===== config.mk =====
export PLATFORM = sky130hd
export DESIGN_NAME = btb_tagged
export DESIGN_NICKNAME = d
export VERILOG_FILES = /design/src/rtl/btb_pkg.sv /design/src/rtl/btb_sat_ctr.sv /design/src/rtl/btb_tagged.sv
export SDC_FILE = /design/constraint.sdc
export NUM_CORES = 1
export LEC_CHECK = 0
export BUFFER_PORTS_ARGS = -buffer_cell sky130_fd_sc_hd__buf_2
export CORE_MARGIN = 4
export CORE_UTILIZATION = 55
export DETAILED_ROUTE_END_ITERATION = 10
export HOLD_SLACK_MARGIN = 0.15
export MAX_ROUTING_LAYER = met4
export PLACE_DENSITY_LB_ADDON = 0.12
export REMOVE_ABC_BUFFERS = 1
export SLEW_MARGIN = 20
export SYNTH_ARGS = -nofsm -noshare
export SYNTH_HDL_FRONTEND = slang
export SYNTH_HIERARCHICAL = 1
export SYNTH_SLANG_ARGS = --single-unit
export TNS_END_PERCENT = 100

===== constraint.sdc =====
create_clock -name clk -period 5.83 [get_ports clk]
set_clock_uncertainty 0.05 [all_clocks]
set_input_delay 1.166 -clock clk [delete_from_list [all_inputs] [get_ports clk]]
set_output_delay 1.166 -clock clk [all_outputs]
set_load 0.02 [all_outputs]

===== src/rtl/btb_pkg.sv =====
`default_nettype none
// ---------------------------------------------------------------------------
// Module   : btb_pkg
// Purpose  : Shared constants, entry type and PC field helpers for btb_tagged.
// Revision : 1.0 - initial tagged BTB release
// ---------------------------------------------------------------------------
package btb_pkg;

  localparam logic [1:0] CTR_WEAK_T = 2'b10;
  localparam logic [1:0] CTR_MAX    = 2'b11;
  localparam logic [1:0] CTR_MIN    = 2'b00;

  localparam int TAG_MAX_W = 31;
  localparam int PC_MAX_W  = 64;

  // Widest-case entry view; the top narrows fields to its own TAG_W/XLEN.
  typedef struct packed {
    logic                 valid;
    logic [TAG_MAX_W-1:0] tag;
    logic [PC_MAX_W-1:0]  target;
    logic [1:0]           ctr;
  } btb_entry_t;

  function automatic logic [31:0] btb_index(input logic [PC_MAX_W-1:0] pc,
                                            input int idx_w);
    return 32'((pc >> 1) & ((64'd1 << idx_w) - 64'd1));
  endfunction

  function automatic logic [31:0] btb_tag(input logic [PC_MAX_W-1:0] pc,
                                          input int idx_w,
                                          input int tag_w);
    return 32'((pc >> (idx_w + 1)) & ((64'd1 << tag_w) - 64'd1));
  endfunction

endpackage
`default_nettype wire


===== src/rtl/btb_sat_ctr.sv =====
`default_nettype none
// ---------------------------------------------------------------------------
// Module   : btb_sat_ctr
// Purpose  : 2-bit saturating direction counter next-state (BTB_CTR_EN only).
// Revision : 1.0 - initial tagged BTB release
// ---------------------------------------------------------------------------
`ifdef BTB_CTR_EN
module btb_sat_ctr
  import btb_pkg::*;
(
  input  logic [1:0] ctr,
  input  logic       taken,
  output logic [1:0] ctr_next
);

  always_comb begin
    ctr_next = ctr;
    if (taken) begin
      if (ctr != CTR_MAX) ctr_next = ctr + 2'd1;
    end else begin
      if (ctr != CTR_MIN) ctr_next = ctr - 2'd1;
    end
  end

endmodule
`endif
`default_nettype wire


===== src/rtl/btb_tagged.sv =====
`default_nettype none
// ---------------------------------------------------------------------------
// Module   : btb_tagged
// Purpose  : Tagged direct-mapped BTB, registered lookup, write-first update.
//            Optional macro BTB_CTR_EN adds 2-bit direction counters.
// Revision : 1.0 - initial tagged BTB release
// ---------------------------------------------------------------------------
module btb_tagged
  import btb_pkg::*;
#(
  parameter int ENTRIES = 16,
  parameter int TAG_W   = 8,
  parameter int XLEN    = 32
) (
  input  logic            clk,
  input  logic            rst,
  input  logic            flush,
  input  logic            lk_valid,
  input  logic [XLEN-1:0] lk_pc,
  output logic            rsp_valid,
  output logic            rsp_hit,
  output logic            rsp_taken,
  output logic [XLEN-1:0] rsp_target,
  input  logic            upd_valid,
  input  logic [XLEN-1:0] upd_pc,
  input  logic [XLEN-1:0] upd_target,
  input  logic            upd_taken
);

  localparam int IDX_W = $clog2(ENTRIES);

  logic [ENTRIES-1:0] valid_q;
  logic [TAG_W-1:0]   tag_mem [ENTRIES];
  logic [XLEN-1:0]    tgt_mem [ENTRIES];
`ifdef BTB_CTR_EN
  logic [1:0]         ctr_mem [ENTRIES];
  logic [1:0]         ctr_next;
`endif

  logic [PC_MAX_W-1:0]  lk_pc_x, upd_pc_x;
  logic [31:0]          lk_idx_full, lk_tag_full, upd_idx_full, upd_tag_full;
  logic [IDX_W-1:0]     lk_idx, upd_idx;
  logic [TAG_MAX_W-1:0] lk_tag, upd_tag;

  assign lk_pc_x      = PC_MAX_W'(lk_pc);
  assign upd_pc_x     = PC_MAX_W'(upd_pc);
  assign lk_idx_full  = btb_index(lk_pc_x, IDX_W);
  assign upd_idx_full = btb_index(upd_pc_x, IDX_W);
  assign lk_tag_full  = btb_tag(lk_pc_x, IDX_W, TAG_W);
  assign upd_tag_full = btb_tag(upd_pc_x, IDX_W, TAG_W);
  assign lk_idx       = lk_idx_full[IDX_W-1:0];
  assign upd_idx      = upd_idx_full[IDX_W-1:0];
  assign lk_tag       = lk_tag_full[TAG_MAX_W-1:0];
  assign upd_tag      = upd_tag_full[TAG_MAX_W-1:0];

  btb_entry_t upd_old, lk_old, new_e, lk_e;
  logic       upd_hit, wr_en, lk_hit, lk_taken;

  always_comb begin
    upd_old        = '0;
    upd_old.valid  = valid_q[upd_idx];
    upd_old.tag    = TAG_MAX_W'(tag_mem[upd_idx]);
    upd_old.target = PC_MAX_W'(tgt_mem[upd_idx]);
    lk_old         = '0;
    lk_old.valid   = valid_q[lk_idx];
    lk_old.tag     = TAG_MAX_W'(tag_mem[lk_idx]);
    lk_old.target  = PC_MAX_W'(tgt_mem[lk_idx]);
`ifdef BTB_CTR_EN
    upd_old.ctr    = ctr_mem[upd_idx];
    lk_old.ctr     = ctr_mem[lk_idx];
`endif
  end

  assign upd_hit = upd_old.valid && (upd_old.tag == upd_tag);

`ifdef BTB_CTR_EN
  btb_sat_ctr u_sat_ctr (
    .ctr      (upd_old.ctr),
    .taken    (upd_taken),
    .ctr_next (ctr_next)
  );
`endif

  // Post-update view of the indexed entry; flush drops the update entirely.
  always_comb begin
    new_e = upd_old;
    wr_en = 1'b0;
    if (upd_valid && !flush) begin
      if (upd_hit) begin
        if (upd_taken) new_e.target = PC_MAX_W'(upd_target);
`ifdef BTB_CTR_EN
        new_e.ctr = ctr_next;
        wr_en     = 1'b1;
`else
        wr_en     = upd_taken;
`endif
      end else if (upd_taken) begin
        new_e.valid  = 1'b1;
        new_e.tag    = upd_tag;
        new_e.target = PC_MAX_W'(upd_target);
        new_e.ctr    = CTR_WEAK_T;
        wr_en        = 1'b1;
      end
    end
  end

  // Write-first bypass: a lookup of the entry being written sees the new value.
  assign lk_e   = (wr_en && (upd_idx == lk_idx)) ? new_e : lk_old;
  assign lk_hit = lk_valid && !flush && lk_e.valid && (lk_e.tag == lk_tag);
`ifdef BTB_CTR_EN
  assign lk_taken = lk_hit && lk_e.ctr[1];
`else
  assign lk_taken = lk_hit;
`endif

  always_ff @(posedge clk) begin
    if (rst) begin
      valid_q <= '0;
    end else if (flush) begin
      valid_q <= '0;
    end else if (wr_en) begin
      valid_q[upd_idx] <= new_e.valid;
    end
  end

  always_ff @(posedge clk) begin
    if (!rst && wr_en) begin
      tag_mem[upd_idx] <= new_e.tag[TAG_W-1:0];
      tgt_mem[upd_idx] <= new_e.target[XLEN-1:0];
`ifdef BTB_CTR_EN
      ctr_mem[upd_idx] <= new_e.ctr;
`endif
    end
  end

  always_ff @(posedge clk) begin
    if (rst) begin
      rsp_valid  <= 1'b0;
      rsp_hit    <= 1'b0;
      rsp_taken  <= 1'b0;
      rsp_target <= '0;
    end else begin
      rsp_valid  <= lk_valid;
      rsp_hit    <= lk_hit;
      rsp_taken  <= lk_taken;
      rsp_target <= lk_hit ? lk_e.target[XLEN-1:0] : '0;
    end
  end

  logic unused_bits;
  assign unused_bits = ^{lk_idx_full, upd_idx_full, lk_tag_full, upd_tag_full,
                         new_e, lk_e, upd_old.ctr, lk_old.ctr};

endmodule
`default_nettype wire


==> results by group <==
Floorplanning
  – Die H: around 250 um
  – Die width: ~250 um
  – I/O pin total: 137
  – Full die area: roughly 62000 um^2
  – Row cnt: ~90
  – Initial Util: roughly 55%
  – Core area: 57600 um^2

GRT
  – Met1 GRT Util: 37.2%
  – Busiest grt layer: met2
  – Grt met3 use: 4.69%
  – Met2 Use GR: between 40% and 50%
  – Antenna violations before repair: 0
  – GRT Total Usage: around 27%
  – Largest net degree at the start of global routing: 108
  – Gr ovfl total: 0
  – Number of global-route vias before repair: about 18000
  – First-pass GRT wire length: 119000 um

Drt
  – WL per Instance: approximately 33 um
  – Vias/cell: approximately 6.9
  – Remaining antenna violation count after routing: 0
  – DRC viols: 0
  – 1st-iter DRT viols: between 2000 and 2500
  – DR vias: ~17000
  – Post-Route WL: 81500 um
  – DR pass1 iterations: 5

Power
  – Sw Ratio: between 20% and 30%
  – Pwr/cell area: between 300 and 400 nW/um^2
  – Leakage: about 12 nW
  – Cell Int Power: slightly below 9 mW
  – Clock power frac: approximately 43%
  – Worst vdd ir: roughly 0.23 mV
  – Sequential share of power: 49.2%
  – Combinational power share: roughly 7.5%
  – Psw: roughly 2.4 mW

Place
  – Placed instance count: around 2400
  – GPL Wtd Cong: around 0.79
  – Port bufs: 96
  – Post-placement cell area: 33500 um^2
  – Dpl ws: roughly 1.4 ns
  – Dpl hpwl: ~43000 um

CTS
  – # resized after CTS: 0
  – Root Driver: clkbuf_16
  – CTS tree: done
  – Cts hold-fix bufs: 0
  – Clock Sinks: a little under 700
  – Clk_lat worst skew: 0.62 ns
  – H-tree Lvls: 3
  – CTS buffer count: 72
  – # Post-CTS Setup Buffers: 0
  – CTS clk-pin slew, worst paths: approximately 0.060 ns
  – Max clock buf depth: 3

Logic synthesis
  – Leading area contributor after synthesis: edfxtp_1
  – XOR/XNOR share of the synthesized area: less than 1%
  – Adder-cell share of the synthesized area: 0%
  – Synth top area cells: edfxtp_1, mux4_2, dfxtp_1
  – Prevailing post-synth register cell: edfxtp_1
  – Main combinational cell family by area after synthesis: multiplexers
  – Simple-gate portion of the synthesized area: ~3.7%
  – Synth cell count leaders: edfxtp_1, mux4_2, nand2_1
  – Synth Area in Compound Gates: under 10%
  – Synth Cell Area: 31900 um^2
  – Ys async rst share: 0%
  – Yosys cell types: 38
  – Post-synthesis mux area share: slightly below 30%
  – Synth Instances: between 1500 and 2000
  – Synth top area share: between 60% and 70%
  – Synthesized area per cell: roughly 20 um^2
  – Yosys warns: 38
  – Flops & latches, synth: slightly below 700
  – Post-synth EDFFs: 640
  – Sequential cell area fraction in the yosys report: 63.4%
  – Top-count cell post-synth: edfxtp_1

Min path
  – Hold path start: valid_q[1]
  – Hold Crit Depth: 2
  – Worst Hold End: valid_q[1]
  – Hold Path Class: reg -> reg

Worst setup path
  – Worst endpoint required time: 6.11 ns
  – Crit path capture type: flip-flop
  – Crit Path Class: in -> reg
  – R2R depth: 8
  – Worst r2r src: tag_mem[13][3]
  – Reg2reg end: rsp_target[1]
  – Worst Path Arrival: ~4.1 ns
  – R2R setup slack: approximately 2.9 ns
  – Startpoint types: input port
  – CP Max Fanout: 75

Final layout
  – Non-Filler Instances: about 2500
  – Register area: 20200 um^2
  – Nets: 1776
  – Multi-input logic area: ~11000 um^2
  – Filler cells: 3962
  – Final Cell Area: between 30000 and 40000 um^2
  – Layout cell share with drive strength beyond 1: roughly two fifths
  – Area delta synth->final: 12.7%
  – Antenna diode instance count: 0

Timing
  – Final setup vio count: 0
  – RSZ-0062 raised after global routing: no
  – Period utilization: 66.0%
  – Fin. max-slew vios: 0
  – Final TNS setup: 0 ns
  – Post-route setup slack: roughly 2 ns
  – Max Clock Freq: between 0.2 and 0.3 GHz
  – Least-Margin Pin Slew: approximately 1.1 ns
  – Final hold vios: 0
  – Final min period: 3.85 ns
  – Slew margin rel.: ~30%

Status
  – Status: complete, no violations

Run
  – Max_cap viols: 0
per-layer routing:
metal	wire length [um]	up-vias
li1	-	6940
met1	31200	9300
met2	41400	862
met3	7330	125
met4	1580	0
met5	0	-
layout make-up:
type	instances	share of cell area (%)
multi-input cells	763	31.3
flip-flops and latches	690	56.2
clock inverters	36	1.21
well taps	765	2.66
clock buffers	96	5.80
inverters	4	0.0417
repair buffers	143	2.79
flip-flops by register name (all words and copies together), names as in the netlist:
register and count:
rsp_target 32, rsp_taken 1, valid_q 16, tgt_mem 512
tag_mem 128, rsp_valid 1
critical path, cell delays in order:
cell and delay (ns):
clkbuf_8 0.60, mux4_2 0.61, mux2_2 0.30, xnor2_1 0.27, o2111ai_1 0.22, nor4_1 0.33, a41oi_1 0.20, mux2i_1 0.16
buf_4 0.19
power by group through the flow:
stage	registers, mW	clock network, mW	logic, mW
2_1_floorplan	5.62	0	0.485
3_3_place_gp	5.63	0	0.834
3_5_place_dp	5.63	0	0.848
4_1_cts	5.52	4.95	0.850
5_1_grt	5.52	5.17	0.906
6_report	5.52	4.86	0.847
cell families (layout without fill, tap and decap cells):
logic type      Yosys count  in the layout
compound gates           50             50
flops                   690            690
mux                     450            450
buf+inv                 126            279
xor+xnor                 26             26
simple gates            237            237
cell usage in the layout (no fill, tap or decap), types with 4 or more instances in the layout:
cell type  count
clkinv_2       9
nor2_1        31
buf_4         41
mux2_2         4
nand2b_1       4
xor2_1        16
buf_2         88
mux2i_1       55
nor3_1         6
nand2_1      116
a22oi_1        8
mux4_2       391
dfxtp_1       50
o22ai_1        5
buf_12        10
edfxtp_1     640
clkbuf_16     77
clkbuf_8      10
bufinv_16     10
xnor2_1       10
clkinv_1      11
or2_2          4
a221oi_1       4
a21oi_1       19
inv_1          4
clkbuf_1      10
or3_1          4
nand3_1        7
nor2b_1        9
nor3_2        42
nor2_4         5
o21ai_0        6
through the flow:
step	utilization, %	hold slack, ns	power [mW]
after floorplan	-	0.398	6.11
after global placement	58.1	0.417	6.46
after detailed placement	58.1	0.435	6.48
after CTS	62.5	0.452	11.3
after global routing	62.5	0.482	11.6
final	62.5	0.454	11.2
worst max-delay path by stage:
| stage | start | to | slack (ns) | depth (start not counted) |
|---|---|---|---|---|
| after floorplan | upd_taken | rsp_target[13] | -0.84 | 7 |
| after global placement | upd_pc[2] | tag_mem[14][6] | 1.34 | 9 |
| after detailed placement | lk_pc[1] | rsp_target[29] | 1.36 | 7 |
| after CTS | upd_pc[2] | tag_mem[11][6] | 1.95 | 9 |
| after global routing | lk_pc[1] | rsp_target[1] | 1.82 | 9 |
| final | upd_pc[2] | tag_mem[11][6] | 1.98 | 9 |
No activity file was read; power rests on OpenSTA's default activity.
